==> src/rtl/pll_reset_sequencer.sv <==
// Sequences system reset around ECP5 PLL lock: pulses PLL RST, qualifies synchronized LOCK, then releases sys_rst_n.
// Optional lock watchdog compiled in with `define PLLSEQ_WATCHDOG_EN.
module pll_reset_sequencer #(
   parameter int LOCK_STABLE_CYCLES = 1024,
   parameter int HOLD_CYCLES        = 16,
   parameter int PLL_RST_CYCLES     = 8,
   parameter int LOCK_TIMEOUT       = 65536,
   parameter int RETRY_W            = 4
) (
   input  logic               clk,
   input  logic               rst_n,
   input  logic               pll_lock,
   output logic               pll_rst,
   output logic               sys_rst_n,
   output logic               ready,
   output logic               lock_lost,
   output logic [RETRY_W-1:0] retry_count
);

   localparam int SW = (LOCK_STABLE_CYCLES > 1) ? $clog2(LOCK_STABLE_CYCLES) : 1;
   localparam int HW = (HOLD_CYCLES > 1) ? $clog2(HOLD_CYCLES) : 1;
   localparam int PW = (PLL_RST_CYCLES > 1) ? $clog2(PLL_RST_CYCLES) : 1;

   if (LOCK_STABLE_CYCLES < 1 || HOLD_CYCLES < 1 || PLL_RST_CYCLES < 1 ||
       LOCK_TIMEOUT < 1 || RETRY_W < 1) begin : g_param_chk
      $error("pll_reset_sequencer: all limits must be >= 1");
   end

   typedef enum logic [2:0] {
      S_PLLRST, S_WAIT, S_STABLE, S_HOLD, S_RUN
   } state_t;

   state_t          state_q, state_d;
   logic [1:0]      sync_q, sync_d;
   logic [SW-1:0]   stab_q, stab_d;
   logic [HW-1:0]   hold_q, hold_d;
   logic [PW-1:0]   prst_q, prst_d;
   logic            pll_rst_q, pll_rst_d;
   logic            sys_rst_n_q, sys_rst_n_d;
   logic            lock_lost_q, lock_lost_d;
   logic            lock_s;

`ifdef PLLSEQ_WATCHDOG_EN
   localparam int TW = (LOCK_TIMEOUT > 1) ? $clog2(LOCK_TIMEOUT) : 1;
   logic [TW-1:0]      tmo_q, tmo_d;
   logic [RETRY_W-1:0] retry_q, retry_d;
`endif

   assign lock_s = sync_q[1];

   always_comb begin
      sync_d      = {sync_q[0], pll_lock};
      state_d     = state_q;
      stab_d      = stab_q;
      hold_d      = hold_q;
      prst_d      = prst_q;
      lock_lost_d = 1'b0;
      case (state_q)
         S_PLLRST: begin
            if (prst_q == PW'(PLL_RST_CYCLES - 1)) begin
               state_d = S_WAIT;
               prst_d  = '0;
            end else begin
               prst_d = prst_q + 1'b1;
            end
         end
         S_WAIT: begin
            if (lock_s) begin
               state_d = S_STABLE;
               stab_d  = '0;
            end
         end
         S_STABLE: begin
            if (!lock_s) begin
               state_d = S_WAIT;
               stab_d  = '0;
            end else if (stab_q == SW'(LOCK_STABLE_CYCLES - 1)) begin
               state_d = S_HOLD;
               stab_d  = '0;
               hold_d  = '0;
            end else begin
               stab_d = stab_q + 1'b1;
            end
         end
         S_HOLD: begin
            if (!lock_s) begin
               state_d = S_WAIT;
               hold_d  = '0;
            end else if (hold_q == HW'(HOLD_CYCLES - 1)) begin
               state_d = S_RUN;
               hold_d  = '0;
            end else begin
               hold_d = hold_q + 1'b1;
            end
         end
         S_RUN: begin
            if (!lock_s) begin
               state_d     = S_WAIT;
               lock_lost_d = 1'b1;
            end
         end
         default: state_d = S_PLLRST;
      endcase

`ifdef PLLSEQ_WATCHDOG_EN
      // Expiry overrides whatever the lock path decided this cycle.
      retry_d = retry_q;
      tmo_d   = '0;
      if (state_q == S_WAIT || state_q == S_STABLE) begin
         if (tmo_q == TW'(LOCK_TIMEOUT - 1)) begin
            state_d = S_PLLRST;
            prst_d  = '0;
            stab_d  = '0;
            retry_d = (&retry_q) ? retry_q : retry_q + 1'b1;
         end else begin
            tmo_d = tmo_q + 1'b1;
         end
      end
`endif

      pll_rst_d   = (state_d == S_PLLRST);
      sys_rst_n_d = (state_d == S_RUN);
   end

   always_ff @(posedge clk or negedge rst_n) begin
      if (!rst_n) begin
         state_q     <= S_PLLRST;
         sync_q      <= '0;
         stab_q      <= '0;
         hold_q      <= '0;
         prst_q      <= '0;
         pll_rst_q   <= 1'b1;
         sys_rst_n_q <= 1'b0;
         lock_lost_q <= 1'b0;
      end else begin
         state_q     <= state_d;
         sync_q      <= sync_d;
         stab_q      <= stab_d;
         hold_q      <= hold_d;
         prst_q      <= prst_d;
         pll_rst_q   <= pll_rst_d;
         sys_rst_n_q <= sys_rst_n_d;
         lock_lost_q <= lock_lost_d;
      end
   end

`ifdef PLLSEQ_WATCHDOG_EN
   always_ff @(posedge clk or negedge rst_n) begin
      if (!rst_n) begin
         tmo_q   <= '0;
         retry_q <= '0;
      end else begin
         tmo_q   <= tmo_d;
         retry_q <= retry_d;
      end
   end
   assign retry_count = retry_q;
`else
   assign retry_count = '0;
`endif

   assign pll_rst   = pll_rst_q;
   assign sys_rst_n = sys_rst_n_q;
   assign ready     = sys_rst_n_q;
   assign lock_lost = lock_lost_q;

endmodule

==> config.mk <==
export PLATFORM = sky130hd
export DESIGN_NAME = pll_reset_sequencer
export DESIGN_NICKNAME = d
export VERILOG_FILES = /design/src/rtl/pll_reset_sequencer.sv
export SDC_FILE = /design/constraint.sdc
export NUM_CORES = 1
export LEC_CHECK = 0
export CAP_MARGIN = 20
export CORE_MARGIN = 1.5
export CORE_UTILIZATION = 40
export CTS_BUF_LIST = sky130_fd_sc_hd__clkbuf_16
export DETAILED_ROUTE_END_ITERATION = 8
export HOLD_SLACK_MARGIN = 0.12
export MAX_ROUTING_LAYER = met4
export SYNTH_ARGS = -nofsm -noshare
export SYNTH_HDL_FRONTEND = slang
export SYNTH_SLANG_ARGS = --single-unit
==> constraint.sdc <==
create_clock -name clk -period 3.8 [get_ports clk]
set_clock_uncertainty 0.05 [all_clocks]
set_input_delay 0.95 -clock clk [delete_from_list [all_inputs] [get_ports clk]]
set_output_delay 0.95 -clock clk [all_outputs]
set_load 0.01 [all_outputs]
==> metrics.txt, run 1 <==
P_leak=0.641 nW; IO buf count=6; Final period util=0.601; hold buffers post-CTS=0; vias in the first global route=roughly 850; run status=finished clean; die height=60.6 µm; area grow syn2layout=9.62%; per-cell routed wire length=approximately 12 µm; dpl hpwl=1610 µm; synth cell count leaders=dfrtp_1 (24), o21ai_0 (11), nand2_1 (9); Final Cell Area=about 1500 µm²; Final Hold Viols=0; Async SR Flop Fraction=1.00; initial antenna violation count=0; highest attainable clock frequency=438 MHz; I/O Pins=11; Critical-path top delay cell=clkdlybuf4s50_1; VDD IR max=approximately 180 µV; share of the synthesized area in the top cell type=0.453; Period minus WS final=2.28 ns; crit path kind=reg -> out; clk_lat worst skew=roughly 0.26 ns; cell with the most instances after synthesis=dfrtp_1; DRC errors left=0; Total GRT Usage=0.140; Synth warnings=0; final WL=between 2000 and 2500 µm; Final setup viols=0; TritonCTS clock tree=built; slowest cell delay on critical path=between 0.5 and 0.6 ns; fill cell count=around 320; first-pass GRT wire length=3720 µm; max cap viols=0; final slew viol count=0; core area=3100 µm²; number of distinct library cells after synthesis=43; CTS root buffer=clkbuf_16; GR Overflow Total=0; Syn Area/Cell=about 10 µm²; Core Rows=20; Main synth FF type=dfrtp_1; DR vias/cell=~5.2; worst slew pin tran=between 0.5 and 0.6 ns; PwrDens=590 nW/µm²; max_slew headroom=0.662; cells after synthesis=approximately 130; fraction of layout cells with a size suffix above 1=0.115; Worst Setup Start Kind=flip-flop; TritonCTS Buffers=3; worst-path fanout max=1; largest net degree at the start of global routing=26; HP Class=reg -> reg; first-pass detailed-route iteration total=5; critical path arrival=around 1.3 ns; Synth area leaders=dfrtp_1 (45%), mux2_2 (4.2%), o21ai_0 (4.2%), ha_1 (3.8%), buf_4 (3.4%); final antenna-violating net count=0; critical path capture point type=output pin; Req. time, crit path=2.80 ns; total negative setup slack=0 ns; Clock Tree Buf Depth=2; dpl cell area=between 1000 and 1500 µm²; final net count=between 100 and 150; cells along the critical path=clkdlybuf4s50_1; Worst-path clk slew=roughly 0.060 ns; RSZ-0062 raised after global routing=false; Yosys reg bits=25; setup bufs post-CTS=0; Buffers & Inverters on Critical Path=1; post-CTS sizing=0; number of synthesized flops with an enable pin=0; synthesized area=around 1300 µm²; Initial Util=0.427; H-tree depth=1; die area=3670 µm²; DRT iter0 DRCs=22; # diodes=0; cell family contributing the most delay on the critical path=buffers and inverters; Seq/Total Area, Yosys=0.473; Num Clock Sinks=25; gpl congestion=just under 0.8; post-synth top area cell=dfrtp_1; Vias=between 900 and 1000; Die X-Extent=approximately 60 µm
[metal layers]
layer	GRT usage	vias up	routed length [µm]	share of wire
met4	0.0652	0	44	0.020
met2	0.212	15	955	0.44
met1	0.182	429	1130	0.52
li1	-	464	-	-
met3	0.0256	5	48	0.022
met5	-	-	0	0
[sequential cells by signal (all words and copies together) (netlist names)]
register   cells
hold_q         4
lock_lost      1
pll_rst        1
prst_q         3
ready          1
stab_q        10
state_q        3
sync_q         2
[path summary, 6_finish.rpt]
check	start	end	slack, ns	cells past startpoint
max	pll_rst$_DFF_PN1_	pll_rst	1.52	1
min	sync_q[0]$_DFF_PN0_	sync_q[1]$_DFF_PN0_	0.30	0
max reg2reg	state_q[0]$_DFF_PN0_	stab_q[4]$_DFFE_PN0P_	1.93	4
min reg2reg	sync_q[0]$_DFF_PN0_	sync_q[1]$_DFF_PN0_	0.30	0
max in group asynchronous	rst_n	pll_rst$_DFF_PN1_	2.41	2
min in group asynchronous	rst_n	stab_q[9]$_DFFE_PN0P_	1.00	2
[per-stage QoR]
stage	setup WS (ns)	power [mW]	instances	utilization	hold WS (ns)
2_1_floorplan	2.07	0.590	131	-	0.281
3_3_place_gp	1.79	0.623	170	0.443	0.282
3_5_place_dp	1.79	0.639	170	0.443	0.297
4_1_cts	1.51	0.871	174	0.469	0.308
5_1_grt	1.48	0.917	174	0.469	0.312
6_report	1.52	0.857	174	0.469	0.299
[logic make-up (layout without fill, tap and decap cells)]
logic type,after synthesis,count (layout),share of synthesized area
adder cells (fa/ha/maj),4,4,0.0377
XOR/XNOR,2,2,0.0132
AO/OA/AOI/OAI,30,30,0.146
multiplexers,5,5,0.0424
other,1,4,0.00283
flip-flops,25,25,0.473
buffers and inverters,13,12,0.0670
AND/OR/NAND/NOR,48,48,0.218
[cell type report]
| type | count | area (µm²) | area share |
|---|---|---|---|
| clock buffers | 3 | 75.1 | 0.0516 |
| multi-input cells | 93 | 622 | 0.428 |
| repair buffers | 7 | 67.6 | 0.0465 |
| clock inverters | 1 | 3.75 | 0.00258 |
| flip-flops and latches | 25 | 627 | 0.431 |
| well taps | 44 | 55.1 | 0.0379 |
| inverters | 1 | 3.75 | 0.00258 |
[placed cells by master (no fill, tap or decap), drive strengths merged, types with 2 or more instances in the layout]
cell type,n
a22o,2
clkdlybuf4s50,6
ha,4
conb,4
inv,2
dfrtp,24
and2,3
clkbuf,3
a31oi,3
and4bb,2
nand3,7
o21ai,12
and4,2
nand2,9
a21boi,2
and3,3
xor2,2
mux2,5
a21oi,4
nor2,9
nor3,2
or3,3
[report_power, final]
group	switching [mW]	internal, mW	total [mW]
Clock	0.0869	0.141	0.227
Sequential	0.0622	0.330	0.392
Combinational	0.112	0.126	0.238
Total	0.261	0.596	0.857
Note: power is estimated with default switching activity, not from simulation.
==> inputs of run 2 (changes only) <==
==> constraint.sdc (replaced) <==
create_clock -name clk -period 1.9 [get_ports clk]
set_clock_uncertainty 0.05 [all_clocks]
set_input_delay 0.475 -clock clk [delete_from_list [all_inputs] [get_ports clk]]
set_output_delay 0.475 -clock clk [all_outputs]
set_load 0.01 [all_outputs]
==> run 2 against run 1 <==
Compared with the run above: first-iteration DRC count increased by 55%; critical path type unchanged; die area unchanged; sequential share of layout area decreased by 0.48 points; power increased by 110%; clock power increased by 110%; non-clock buffer count increased by 2; critical path depth unchanged; count of clock-buffer cells in the layout unchanged; via count increased by 1.6%.
==> metrics.txt, run 2 (synthesis results as in run 1) <==
run status=finished clean; area grow syn2layout=10.8%; Req. time, crit path=1.37 ns (-1.43 ns); hold_sp=sync_q[0]$_DFF_PN0_; VDD IR max=395 µV (+120%); TritonCTS Buffers=3 (unchanged); Non-Filler Instances=176 (+1.1%); RSZ-0062 raised after global routing=false; final WL=2230 µm (+2.7%); final net count=140 (+1.4%); cells along the critical path=clkdlybuf4s50_1; worst-path fanout max=1 (unchanged); die area=3670 µm² (unchanged); PwrDens=1200 nW/µm² (+100%); GR Overflow Total=0 (unchanged); I/O Pins=11 (unchanged); core area=3100 µm² (unchanged); commonest cells after routing, fill and taps aside=dfrtp_1 (24), o21ai_0 (11), nand2_1 (9); Final setup viols=0 (unchanged); crit path kind=reg -> out; P_leak=0.649 nW (+1.2%); setup bufs post-CTS=0 (unchanged); largest net degree at the start of global routing=26 (unchanged); clk_lat worst skew=0.27 ns (about the same); final slew viol count=0 (unchanged); Critical-path top delay cell=clkdlybuf4s50_1; Initial Util=0.427 (unchanged); first-pass GRT wire length=4060 µm (+9.1%); highest attainable clock frequency=around 550 MHz; final antenna-violating net count=0 (unchanged); critical path arrival=1.30 ns (+0.02 ns); utilization after layout=0.474 (+0.00524); HP Class=reg -> reg; Worst Setup Start Kind=flip-flop; Pwr Total=1.76 mW (+110%); total negative setup slack=0 ns (unchanged); CTS root buffer=clkbuf_16; Core Rows=20 (unchanged); per-cell routed wire length=12.7 µm (+1.5%); Final Hold Viols=0 (unchanged); Clock Tree Buf Depth=2 (unchanged); final setup margin=0.0793 ns (-1.44 ns); DP Worst Slack=0.148 ns (-1.64 ns); Total GRT Usage=0.156 (+0.0158); die height=60.6 µm (unchanged); reg2reg start=stab_q[0]$_DFFE_PN0P_; Buffers & Inverters on Critical Path=1 (unchanged); biggest regs=stab_q x10, hold_q x4; Num Clock Sinks=25 (unchanged); slowest cell delay on critical path=0.52 ns (about the same); DRC errors left=0 (unchanged); Final period util=0.958; register with the most flip-flops=stab_q; # diodes=0 (unchanged); most common cell after layout, fill and taps aside=dfrtp_1; dpl hpwl=1550 µm (-3.5%); IO buf count=6 (unchanged); Vias=928 (+1.6%); critical path capture point type=output pin; Final Cell Area=1470 µm² (+1.1%); # placed instances=172 (+1.2%); max FFs per register=10 (unchanged); gpl congestion=0.805 (+4.8%); cell family contributing the most delay on the critical path=buffers and inverters; DRT iter0 DRCs=34 (+55%); post-CTS sizing=0 (unchanged); TritonCTS clock tree=built; hold buffers post-CTS=0 (unchanged); Die X-Extent=60.6 µm (unchanged); Period minus WS final=1.82 ns; dpl cell area=1390 µm² (+1.1%); H-tree depth=1 (unchanged); minimum hold slack=0.298 ns (-0.000964 ns); fraction of layout cells with a size suffix above 1=0.136 (+0.0210); vias in the first global route=877 (+2.8%); first-pass detailed-route iteration total=4 (-1); DR vias/cell=5.27 (+0.49%); max cap viols=0 (unchanged); initial antenna violation count=0 (unchanged); Crit. Startpoint=pll_rst$_DFF_PN1_; Worst-path clk slew=0.06 ns (about the same)
## run 2: path summary, 6_finish.rpt
kind | endpoint | slack, ns | cells past startpoint
worst max-delay path | pll_rst | 0.08 | 1
worst min-delay path | sync_q[1]$_DFF_PN0_ | 0.30 | 0
worst max register to register | stab_q[4]$_DFFE_PN0P_ | 0.13 | 5
worst min register to register | sync_q[1]$_DFF_PN0_ | 0.30 | 0
max in group asynchronous | pll_rst$_DFF_PN1_ | 0.99 | 2
min in group asynchronous | stab_q[9]$_DFFE_PN0P_ | 0.51 | 2
## run 2: area by class of cell
type	instances	area, µm²
clock buffers	3	75.1
clock inverters	1	5.00
fillers	301	1630
inverters	1	3.75
multi-input cells	93	622
flip-flops and latches	25	627
well taps	44	55.1
repair buffers	9	82.6
## run 2: metal layers
layer | up-vias | track usage | part of all wire
li1 | 462 | - | -
met3 | 6 | 0.0362 | 0.053
met2 | 29 | 0.209 | 0.42
met4 | 0 | 0.0963 | 0.029
met1 | 431 | 0.211 | 0.50
met5 | - | - | 0
## run 2: power by group
part	internal, mW	leakage [nW]	switching, mW
registers	0.659	0.328	0.127
logic	0.269	0.281	0.225
clock network	0.284	0.0409	0.194
total	1.21	0.649	0.547
